==> src/rtl/sr_reg_bank_pkg.sv <==
// rtl/sr_reg_bank_pkg.sv - conflict policy encodings and per-bit next-state rule
package sr_reg_bank_pkg;

    localparam logic [1:0] MODE_HOLD    = 2'd0;
    localparam logic [1:0] MODE_SET_DOM = 2'd1;
    localparam logic [1:0] MODE_RST_DOM = 2'd2;
    localparam logic [1:0] MODE_TOGGLE  = 2'd3;

    // Every {s,r,mode} combination maps to a defined bit, so no X can escape.
    function automatic logic sr_next(input logic q, input logic s, input logic r,
                                     input logic [1:0] mode);
        logic n;
        n = q;
        case ({s, r})
            2'b00: n = q;
            2'b10: n = 1'b1;
            2'b01: n = 1'b0;
            default: begin
                case (mode)
                    MODE_HOLD:    n = q;
                    MODE_SET_DOM: n = 1'b1;
                    MODE_RST_DOM: n = 1'b0;
                    default:      n = ~q;
                endcase
            end
        endcase
        return n;
    endfunction

endpackage

==> src/rtl/sr_reg_bank_cell.sv <==
// rtl/sr_reg_bank_cell.sv - one set/reset channel with edge pulses and sticky conflict flag
module sr_cell
    import sr_reg_bank_pkg::*;
#(
    parameter logic RESET_BIT = 1'b0
) (
    input  logic       clk,
    input  logic       rst,
    input  logic       en,
    input  logic [1:0] mode,
    input  logic       set,
    input  logic       clr,
    input  logic       ld,
    input  logic       ld_data,
    input  logic       conflict_clr,
    output logic       q,
    output logic       q_rise,
    output logic       q_fall,
    output logic       conflict,
    output logic       conflict_evt
);

    logic q_nxt;

    assign conflict_evt = en & ~ld & set & clr;

    always_comb begin
        q_nxt = q;
        if (ld)
            q_nxt = ld_data;
        else if (en)
            q_nxt = sr_next(q, set, clr, mode);
    end

    // A new conflict outranks a same-edge clear so no event is ever lost.
    always_ff @(posedge clk) begin
        if (rst) begin
            q        <= RESET_BIT;
            q_rise   <= 1'b0;
            q_fall   <= 1'b0;
            conflict <= 1'b0;
        end else begin
            q        <= q_nxt;
            q_rise   <= ~q & q_nxt;
            q_fall   <= q & ~q_nxt;
            conflict <= conflict_evt | (conflict & ~conflict_clr);
        end
    end

endmodule

==> src/rtl/sr_reg_bank.sv <==
// rtl/sr_reg_bank.sv - bank of set/reset status bits with saturating conflict counter
module sr_reg_bank
    import sr_reg_bank_pkg::*;
#(
    parameter int               WIDTH     = 8,
    parameter int               CNT_W     = 8,
    parameter logic [WIDTH-1:0] RESET_VAL = '0
) (
    input  logic             clk,
    input  logic             rst,
    input  logic             en,
    input  logic [1:0]       mode,
    input  logic [WIDTH-1:0] set,
    input  logic [WIDTH-1:0] clr,
    input  logic             ld,
    input  logic [WIDTH-1:0] ld_data,
    input  logic [WIDTH-1:0] conflict_clr,
    output logic [WIDTH-1:0] q,
    output logic [WIDTH-1:0] q_rise,
    output logic [WIDTH-1:0] q_fall,
    output logic [WIDTH-1:0] conflict,
    output logic [CNT_W-1:0] conflict_cnt
);

    logic [WIDTH-1:0] conflict_evt;
    logic             any_evt;

    for (genvar i = 0; i < WIDTH; i++) begin : g_cell
        sr_cell #(
            .RESET_BIT (RESET_VAL[i])
        ) u_cell (
            .clk          (clk),
            .rst          (rst),
            .en           (en),
            .mode         (mode),
            .set          (set[i]),
            .clr          (clr[i]),
            .ld           (ld),
            .ld_data      (ld_data[i]),
            .conflict_clr (conflict_clr[i]),
            .q            (q[i]),
            .q_rise       (q_rise[i]),
            .q_fall       (q_fall[i]),
            .conflict     (conflict[i]),
            .conflict_evt (conflict_evt[i])
        );
    end

    assign any_evt = |conflict_evt;

    // One count per cycle regardless of how many channels conflict; sticks at all-ones.
    always_ff @(posedge clk) begin
        if (rst)
            conflict_cnt <= '0;
        else if (any_evt && (conflict_cnt != {CNT_W{1'b1}}))
            conflict_cnt <= conflict_cnt + CNT_W'(1);
    end

endmodule

==> config.mk <==
export PLATFORM = sky130hd
export DESIGN_NAME = sr_reg_bank
export DESIGN_NICKNAME = d
export VERILOG_FILES = /design/src/rtl/sr_reg_bank_pkg.sv /design/src/rtl/sr_reg_bank_cell.sv /design/src/rtl/sr_reg_bank.sv
export SDC_FILE = /design/constraint.sdc
export NUM_CORES = 1
export LEC_CHECK = 0
export ABC_CLOCK_PERIOD_IN_PS = 2740
export BUFFER_PORTS_ARGS = -buffer_cell sky130_fd_sc_hd__clkbuf_2
export CAP_MARGIN = 15
export CORE_ASPECT_RATIO = 1.1
export CORE_MARGIN = 1.5
export CORE_UTILIZATION = 45
export DETAILED_ROUTE_END_ITERATION = 10
export PLACE_DENSITY_LB_ADDON = 0.12
export RECOVER_POWER = 100
export SETUP_SLACK_MARGIN = 0.4
export SYNTH_ARGS = -nofsm -noshare
export SYNTH_HDL_FRONTEND = slang
export SYNTH_SLANG_ARGS = --single-unit
export TNS_END_PERCENT = 10
==> constraint.sdc <==
create_clock -name clk -period 2.74 [get_ports clk]
set_clock_uncertainty 0.2 [all_clocks]
set_input_delay 0.274 -clock clk [delete_from_list [all_inputs] [get_ports clk]]
set_output_delay 0.274 -clock clk [all_outputs]
set_load 0.1 [all_outputs]
# --- Word-level counts from Yosys, hierarchy flattened ---
# Index checks and enable logic that the tools add are counted.
op_classes:
  add_sub_neg: 1
  multipliers: 0
  div_mod_pow: 0
  n_lt_le_gt_ge: 0
  n_eq_ne: 19
  shifts: 0
  muxes: 32
  n_bitwise: 74
  n_reduce_logical: 11
op_table:
  columns: ["cell", "count"]
  rows:
  - ["one-hot mux 1 bit (3 select lines)", 16]
  - ["bitwise AND 1 bit", 41]
  - ["inverter 1 bit", 25]
  - ["equality test 2 x 1 -> 1 bit (second input constant)", 9]
  - ["equality test 2 bit (second input constant)", 9]
  - ["logical NOT 2 bit", 9]
  - ["2-to-1 mux 1 bit", 16]
  - ["adder 8 x 1 -> 8 bit (second input constant)", 1]
  - ["inequality test 8 bit (second input constant)", 1]
  - ["bitwise OR 1 bit", 8]
  - ["OR reduction 8 bit", 1]
  - ["logical AND 1 bit", 1]
word_totals:
  reg_bits: 40
  latch_bits: 0
  ram_bits: 0
  rom_bits: 0
  output_inout_bits: 40
  wordCells: 170
  mem_count: 0

# --- Logic depth before layout (Yosys ltp) ---
# Gate-level depths: netlist (run 1).
logic_depth:
  depth_word: 7
  mapped_depth: 6

# --- By module ---
# A second synthesis (run 1) with hierarchy kept.
hier_totals:
  hier_cells: 237
  area_unflattened_um2: 2125.8
by_module_without_submodules:
  columns: ["module", "n_inst", "cells_per_inst", "area_per_inst_um2", "seq_area_each_um2"]
  rows:
  - ["sr_cell", 8, 24, 210.2, 80.1]
  - ["sr_reg_bank", 1, 45, 444.2, 160.2]

# --- Worst setup path after synthesis (run 1) ---
# No wires, ideal clock.
synth_timing:
  path_type: "register to register"
  from: "register conflict_cnt[0]"
  to: "register conflict_cnt[4]"
  setup_time_ns: 0.071
  arrival_time_ns: 2.091
  t_required_ns: 2.469
  setup_slack_ns: 0.378
  stages_incl_launch_ff: 6
  path_buffers: 0
  cell_sequence: "dfxtp_1 > ha_1 > and2_1 > nand2_1 > or4_1 > a21oi_1"
synth_via:
  elab_chain_cells: 2
  word_cells_on_any_way: 3
  classes_between: "add/sub: 1; eq/ne: 1; reduce/logical: 1"
synth_rtl:
  columns: ["item", "line", "rtl"]
  rows:
  - ["start: declaration", "sr_reg_bank.sv:22", "output logic [CNT_W-1:0] conflict_cnt"]
  - ["start signal: assignment", "sr_reg_bank.sv:56", "conflict_cnt <= conflict_cnt + CNT_W'(1);"]
  - ["branches (longest 2 deep; another with adder 8 x 1 -> 8 bit)", null, null]
# Several ways; the timed one is not identified.
# A chain may end at the register's enable or synchronous reset.

# --- Worst setup path in the final report (run 1) ---
layout_timing:
  from: "register g_cell[7].u_cell.q"
  to: "output q[7]"
layout_rtl:
  columns: ["item", "line", "rtl"]
  rows:
  - ["start: declaration", "sr_reg_bank_cell.sv:16", "output logic q,"]
  - ["start signal: assignment", "sr_reg_bank_cell.sv:43", "q <= q_nxt;"]
  - ["end: declaration", "sr_reg_bank.sv:18", "output logic [WIDTH-1:0] q,"]
# No word-level cell between the ends.

==> run metrics, run 1 <==
status finished, final reports clean; final hold violation count 0; Initial DRT Pass Iterations 4; Clock Pin Slew Worst Setup and Hold Paths 0.08 ns; worst reg2reg startpoint conflict_cnt[0]; TritonCTS Buffers 5; Via Count 1868; Initial Util 47.83%; CTS root buffer clkbuf_8; cell taking the most area after synthesis dfxtp_1; WP data arrival 1.62 ns; worst hold start conflict_clr[5]; hold crit path type primary input to flip-flop; grt ovf 0; r2r endpoint conflict_cnt[0]; Slew Limit Fails 0; Die ar. 5108 um2; FFs w/ async S/R, synth 0%; Synth Area per Inst 8.506 um2; cells after synthesis 248; relative slew slack 21.28%; most common cell in the netlist dfxtp_1; clock sinks 40; slowest CP cell clkbuf_1; I/O pin count 78; Routed wire per std cell 13.94 um; crit end category output port; Worst Reg-to-Reg Cells 4; total power 1542 uW; Worst-Margin Slew 1.186 ns; vias in the first global route 1596; worst path bufs/invs 1; Synth Register Bits 40; fmax 477.8 MHz; DR iter-0 viols 142; hold-critical path depth 4; fillcell total 446; Post-Route Setup TNS 0 ns; CP max FO 6; maximum vdd drop 261.0 uV; Final Cycle Share 76.38%; clk buf depth 2; Post-CTS Resized 0; Syn Std Cell Area 2110 um2; FF/Latch Area 803.3 um2; Port Buf Inserts 77; WP data required 2.27 ns; Netlist cell types 38; r2r setup slk 1.02 ns; dominant synthesized flop cell dfxtp_1; P_leak 0.0009707 uW; post-DR vias/cell 5.414; P&R area growth vs syn 12.04%; syn_nets 287; pwr/cell area 652.4 nW/um2; Rows 25; RSZ-0062 raised after global routing no; area share of the largest cell type after synthesis 37.96%; global-route wire length before repair 7521 um; Setup-failing EPs final 0; ANT cells 0; most area-consuming cells after synthesis dfxtp_1 (38%), buf_4 (12%), a22oi_1 (3.9%), mux2i_1 (3.8%), nor3_1 (3.8%); Worst setup SP type flip-flop; yosys warns 0; max-cap violations 0; Seq/Total Area, Yosys 37.96%; top cells by count, synth dfxtp_1 (40), buf_4 (33), nor2_1 (19), nand2_1 (16), nor3_1 (16); hold endpoint g_cell[5].u_cell.conflict; share of post-route cells with drive strength above 1 17.53%; post-DP HPWL 3449 um; core area 4410 um2; DIE HEIGHT 74.81 um; Skew-Pair Late Insertion Delay 0.29 ns; Die W 68.28 um; nets 330; Hold-fix buffers, CTS 0; crit-path leading delay family buffers and inverters; Worst path max stage delay 0.89 ns; CTS tree yes; critical path class flip-flop to output port; CTS H-tree lvls 2; crit-path cells clkbuf_1; largest net degree at the start of global routing 31; ANT nets after route 0; Setup Fix Bufs, Post-CTS 0; GRT Total Usage 19.43%; multi-input combinational cell area 974.7 um2; setup ws final 0.6472 ns; gpl congestion 0.9082; # DRC 0; DRT Wirelength 4811 um; initial antenna violation count 0; post-place setup slack 0.7947 ns; Post-synth EDFFs 0; Tmin final 2.093 ns
power breakdown:
group / internal, uW / total [uW] / switching [uW] / leakage, uW
clock network: 358 / 560 / 202 / 0.0000642
logic: 76.1 / 355 / 279 / 0.000579
registers: 607 / 627 / 20.1 / 0.000328
layout by cell type, fill, tap and decap left out, types with 5 or more instances in the layout:
cell      count
nor2_1       19
inv_1         9
clkbuf_8      5
nand2b_1      8
a32oi_1       8
nand2_1      16
a22oi_1      11
mux2i_1       8
a21boi_0      7
dfxtp_1      38
o21ai_0       8
and3_1       10
clkbuf_1     43
nor3_1       16
a21oi_1      11
clkbuf_2     35
a32o_1        7
worst max path at each step:
stage	from	to	slack, ns	cells after the start
final	g_cell[7].u_cell.q	q[7]	0.65	1
after global routing	en	g_cell[5].u_cell.q_rise	0.56	5
after CTS	conflict_cnt[0]	conflict_cnt[0]	1.01	4
after detailed placement	en	conflict_cnt[5]	0.79	5
after global placement	en	conflict_cnt[5]	0.80	5
after floorplan	conflict_cnt[3]	conflict_cnt[7]	0.41	4
cells by family (layout without fill, tap and decap cells):
| logic type | Yosys count | count (layout) | share of synthesized area [%] |
|---|---|---|---|
| DFF | 40 | 40 | 37.96 |
| muxes | 10 | 10 | 4.864 |
| and+or+nand+nor | 83 | 83 | 20.11 |
| buffers and inverters | 54 | 97 | 15.84 |
| adders and majority gates | 1 | 1 | 0.5930 |
| AOI/OAI and AO/OA | 60 | 60 | 20.64 |
area by class of cell:
type	count	share of cell area, %
Clock inverter	2	2.541
Clock buffer	5	2.912
Inverter	10	1.588
Multi-Input combinational cell	154	41.24
Timing Repair Buffer	80	14.88
Sequential cell	40	33.99
Tap cell	54	2.859
registers in the layout (all words and copies together) (netlist names):
signal                  flops
g_cell.u_cell.q_rise        8
g_cell.u_cell.q_fall        8
g_cell.u_cell.q             8
g_cell.u_cell.conflict      8
conflict_cnt                8
metrics by stage:
stage	instance area, um2	hold WS, ns	util, %	std cells
3_5_place_dp	2291	0.2699	51.94	338
2_1_floorplan	2112	0.2366	-	248
6_report	2364	0.04494	53.59	345
3_3_place_gp	2291	0.2698	51.94	338
5_1_grt	2364	0.04688	53.59	345
4_1_cts	2420	0.03598	54.87	345
per-layer routing:
layer  vias to the layer above  part of all wire [%]  track usage, %
met5                         -                     0               0
met4                         0                  0.91           6.667
met3                         4                   6.1           4.484
met2                        65                    46           31.61
met1                       855                    47           25.30
li1                        944                     -               -
Power figures use the tool's default switching activity.
==> run 2, diff against run 1 <==
ABC_CLOCK_PERIOD_IN_PS = 1970   (was 2740)
clock period = 1.97 ns   (was 2.74 ns; I/O delays follow)
==> run 2 against run 1 <==
Cell count grew 5.8%. Setup slack got worse by 0.39 ns. Global-route usage is 2.2 points higher. Register-to-register slack got worse by 0.76 ns. Clock power up 58%. Wire length grew 8.7%. Critical endpoint is now conflict_cnt[3].
==> run metrics, run 2 (synthesis results as in run 1) <==
CP max FO 5; # DRC 0; critical path class flip-flop to flip-flop; relative slew slack 50.50%; Worst Reg-to-Reg Cells 4; r2r endpoint conflict_cnt[3]; DRT Wirelength 5228 um; Setup-failing EPs final 0; clk buf depth 2; crit end category flip-flop; Initial Util 47.83%; commonest non-fill, non-tap cell in the layout clkbuf_2; Die ar. 5108 um2; nets 349; r2r setup slk 0.26 ns; max-cap violations 0; core area 4410 um2; DIE HEIGHT 74.81 um; hold-critical path depth 3; Port Buf Inserts 77; clock sinks 40; ANT nets after route 0; WHS 0.009388 ns; CTS tree yes; I/O pin count 78; Slew Limit Fails 0; hold crit path type primary input to flip-flop; highest-count cells in the layout ignoring fill and taps clkbuf_2 (76), dfxtp_1 (37), nor2_1 (19), nor3_1 (16), dlygate4sd3_1 (16); WP data required 2.00 ns; Rows 25; Final Cycle Share 87.05%; share of post-route cells with drive strength above 1 33.76%; multi-input combinational cell area 1027 um2; pwr/cell area 852.8 nW/um2; Via Count 1966; CTS H-tree lvls 2; maximum vdd drop 462.7 uV; DR iter-0 viols 131; TritonCTS Buffers 5; Die W 68.28 um; Worst-Margin Slew 0.7375 ns; fillcell total 376; status finished, final reports clean; P&R area growth vs syn 27.40%; WP data arrival 1.74 ns; fmax 583.1 MHz; largest net degree at the start of global routing 31; hold endpoint g_cell[3].u_cell.conflict; grt ovf 0; Setup Fix Bufs, Post-CTS 0; GRT Total Usage 21.68%; Post-Route Setup TNS 0 ns; worst reg2reg startpoint conflict_cnt[0]; ANT cells 0; P_leak 0.001225 uW; Tmin final 1.715 ns; post-place setup slack 0.2685 ns; Routed wire per std cell 14.32 um; worst hold start clr[3]; gpl congestion 0.8353; RSZ-0062 raised after global routing yes; Initial DRT Pass Iterations 4; initial antenna violation count 0; post-DP HPWL 3544 um; Worst setup SP type flip-flop; FF/Latch Area 812.0 um2; Clock Pin Slew Worst Setup and Hold Paths 0.09 ns; CTS root buffer clkbuf_8; post-DR vias/cell 5.386; global-route wire length before repair 8431 um; Skew-Pair Late Insertion Delay 0.29 ns; vias in the first global route 1854; setup ws final 0.2551 ns; final hold violation count 0
## run 2: layout make-up
cell class | count | share of cell area [%]
clock buffer | 6 | 3.492
clock inverter | 2 | 2.235
inverter | 10 | 1.397
multi-input combinational | 154 | 38.22
sequential | 40 | 30.21
tap | 54 | 2.514
timing repair buffer | 99 | 21.93
## run 2: what timing repair did
item                                   in CTS  in global routing
setup endpoints to repair                  10                 21
endpoints found under the hold margin      15                  0
pin swaps                                   0                  1
resized for setup                           2                 10
hold buffers                               16                  0
## run 2: worst max path at each step
stage / end / slack, ns / cells after the start / from
final: conflict_cnt[3] / 0.26 / 4 / conflict_cnt[0]
after global routing: conflict_cnt[6] / 0.16 / 7 / clr[1]
after CTS: conflict_cnt[3] / 0.31 / 4 / conflict_cnt[0]
after detailed placement: conflict_cnt[5] / 0.27 / 5 / en
after global placement: conflict_cnt[5] / 0.28 / 5 / en
after floorplan: conflict_cnt[5] / 0.25 / 4 / conflict_cnt[1]
## run 2: power by group
| group | leakage (uW) | switching [uW] | internal [uW] |
|---|---|---|---|
| Combinational | 0.000819 | 396 | 142 |
| Clock | 0.0000765 | 302 | 583 |
| Sequential | 0.000329 | 30.2 | 839 |
| Total | 0.00122 | 728 | 1560 |
## run 2: critical path: stages (launching register included)
cell     delay (ns)
dfxtp_1        0.38
ha_4           0.19
and3_1         0.21
or4_4          0.49
a21oi_1        0.16
## run 2: metrics by stage
step                      power, uW  instance area, um2  util (%)  cells
after global placement         1390                2370     53.73    341
after global routing           2381                2688     60.94    365
after detailed placement       1395                2370     53.73    341
final                          2292                2688     60.94    365
after CTS                      2300                2693     61.05    365
after floorplan                1314                2168         -    248
## run 2: metal layers
layer | track usage [%] | wire length [um]
met5 | 0 | 0
met1 | 28.76 | 2432
met2 | 35.81 | 2434
met4 | 6.667 | 44
met3 | 3.886 | 317
==> run 3, diff against run 2 <==
SYNTH_HIERARCHICAL = 1   (was unset)
==> run 3 against run 2 <==
First-iteration DRC count up 3.8%. Sequential cell count unchanged. Setup slack worse by 0.014 ns. Core utilization up 4.9 points. Wire length up 9.3%. Register-to-register slack about the same. Fmax down 0.84%. Critical endpoint is now conflict_cnt[5]. Final area up 12%.
==> run metrics, run 3 <==
status finished, final reports clean; relative slew slack 63.43%; Syn Std Cell Area 2126 um2; P&R area growth vs syn 42.14%; FFs w/ async S/R, synth 0%; ANT nets after route 0; hold crit path type primary input to flip-flop; Initial DRT Pass Iterations 4; yosys warns 6; Tmin final 1.729 ns; Die W 68.53 um; commonest non-fill, non-tap cell in the layout clkbuf_2; r2r setup slk 0.25 ns; P_leak 0.001419 uW; cell taking the most area after synthesis dfxtp_1; DR iter-0 viols 136; Clock Pin Slew Worst Setup and Hold Paths 0.08 ns; Skew-Pair Late Insertion Delay 0.29 ns; post-DP HPWL 4062 um; initial antenna violation count 0; fmax 578.3 MHz; clock sinks 40; Adder-Cell Fraction of Synth Area 0.5886%; largest family of logic cells by synthesized area simple AND/OR/NAND/NOR gates; syn_nets 276; CTS tree yes; Netlist cell types 35; top cells by count, synth dfxtp_1 (40), nand2_1 (26), nor2_1 (21), o21bai_1 (16), nand3_1 (10); worst reg2reg startpoint conflict_cnt[2]; Post-Place Cells 391; global-route wire length before repair 8625 um; Initial Util 46.34%; ANT cells 0; crit end category flip-flop; clk buf depth 2; WP data arrival 1.71 ns; r2r endpoint conflict_cnt[7]; max-cap violations 0; Port Buf Inserts 77; WP data required 1.96 ns; CTS root buffer clkbuf_8; DRT Wirelength 5714 um; switching power 764.2 uW; Via Count 2279; worst hold start clr[7]; Logic pwr share 31.1%; Die ar. 5146 um2; Seq/Total Area, Yosys 37.67%; TritonCTS Buffers 5; clock power share 25.8%; XOR/XNOR share of the synthesized area 0.4120%; hold endpoint g_cell[7].u_cell/q_fall; vias in the first global route 2006; largest net degree at the start of global routing 32; pwr/cell area 680.4 nW/um2; Worst setup SP type primary input; maximum vdd drop 321.1 uV; post-DR vias/cell 5.559; GRT Total Usage 21.92%; Synth Register Bits 40; Post-synth EDFFs 0; grt ovf 0; Compound-Gate Fraction of Synth Area 27.60%; Synth Area per Inst 8.970 um2; fillcell total 421; mux cell area share after synthesis 1.471%; most area-consuming cells after synthesis dfxtp_1 (38%), o21bai_1 (5.7%), nand2_1 (4.6%), nand4bb_1 (4.2%), o221a_1 (4.2%); I/O pin count 78; CP max FO 12; cells after synthesis 237; Rows 26; core area 4587 um2; Setup-failing EPs final 0; dominant synthesized flop cell dfxtp_1; gpl congestion 0.7789; # DRC 0; most common cell in the netlist dfxtp_1; share of post-route cells with drive strength above 1 35.59%; nets 392; area share of the largest cell type after synthesis 37.67%; RSZ-0062 raised after global routing yes; Slew Limit Fails 0; hold-critical path depth 3; internal power 1292 uW; final std cells w/o fill 410; Worst Reg-to-Reg Cells 5; placed cell areas 2821 um2; switching portion of total power 37.17%; final hold violation count 0; Worst-Margin Slew 0.5508 ns; Routed wire per std cell 13.94 um; simple-gate portion of the synthesized area 30.49%; DIE HEIGHT 75.09 um; Flop pwr share 43.1%; critical path class primary input to flip-flop; CTS H-tree lvls 2; Final Cycle Share 87.78%; Final Cell Area 3022 um2; highest-count cells in the layout ignoring fill and taps clkbuf_2 (74), dfxtp_1 (40), nand2_1 (26), buf_4 (23), nor2_1 (21)
[run 3: power by group through the flow]
stage / logic [uW] / registers, uW / clock network, uW
finish: 639 / 887 / 530
global route: 680 / 892 / 590
CTS: 628 / 880 / 550
detailed placement: 611 / 899 / 0
global placement: 605 / 898 / 0
floorplan: 162 / 1160 / 0
[run 3: area by class of cell]
| class | count | area [um2] | share of cell area (%) |
|---|---|---|---|
| repair buffers | 110 | 671.9 | 22.24 |
| clock inverters | 1 | 5.005 | 0.1656 |
| well taps | 56 | 70.07 | 2.319 |
| inverters | 9 | 33.78 | 1.118 |
| flip-flops and latches | 40 | 800.8 | 26.50 |
| clock buffers | 7 | 76.32 | 2.526 |
| multi-input cells | 187 | 1364 | 45.13 |
[run 3: what timing repair did]
| item | CTS | global route |
|---|---|---|
| gates resized for setup | 2 | 29 |
| pin swaps | 0 | 8 |
| hold endpoints to repair | 9 | 0 |
| buffers inserted | 0 | 2 |
| endpoints found under the setup margin | 14 | 18 |
| hold buffers | 9 | 0 |
| gates cloned | 0 | 0 |
[run 3: logic make-up after synthesis]
logic type,Yosys count
and+or+nand+nor,107
AOI/OAI and AO/OA,75
DFF,40
buffers and inverters,10
muxes,3
xor gates and xnor gates,1
adders and majority gates,1
[run 3: stage by stage]
stage / power [uW] / hold WS, ns / util [%] / setup slack [ns] / TNS [ns]
after floorplan: 1322 / 0.06938 / - / 0.1540 / 0
after global placement: 1504 / 0.2668 / 61.51 / 0.04975 / 0
after detailed placement: 1510 / 0.2733 / 61.51 / -0.01016 / -0.02006
after CTS: 2058 / 0.0005743 / 65.36 / 0.2893 / 0
after global routing: 2163 / 0.01805 / 65.88 / 0.1666 / 0
final: 2056 / 0.008615 / 65.88 / 0.2407 / 0
[run 3: worst max-delay path, stage by stage]
cell       delay [ns]
buf_6            0.12
nor2b_1          0.14
and3_4           0.18
nor4_2           0.42
a21oi_1          0.20
o2111ai_2        0.14
mux2_4           0.31
[run 3: how the worst max path moves through the flow]
stage | startpoint | cells after the start | endpoint | slack [ns]
global placement | ld | 7 | conflict_cnt[5] | 0.05
detailed placement | ld | 8 | conflict_cnt[4] | -0.01
finish | en | 7 | conflict_cnt[5] | 0.24
global route | ld | 7 | conflict_cnt[5] | 0.17
CTS | g_cell[1].u_cell/q | 1 | q[1] | 0.29
floorplan | g_cell[1].u_cell/q | 3 | g_cell[1].u_cell/q_rise | 0.15
[run 3: layer usage]
layer	GRT usage, %	vias to the layer above	share of wire (%)
met5	0	-	0
met4	6.222	0	0.63
met3	5.680	6	4.3
met2	37.82	68	51
met1	26.65	1066	44
li1	-	1139	-
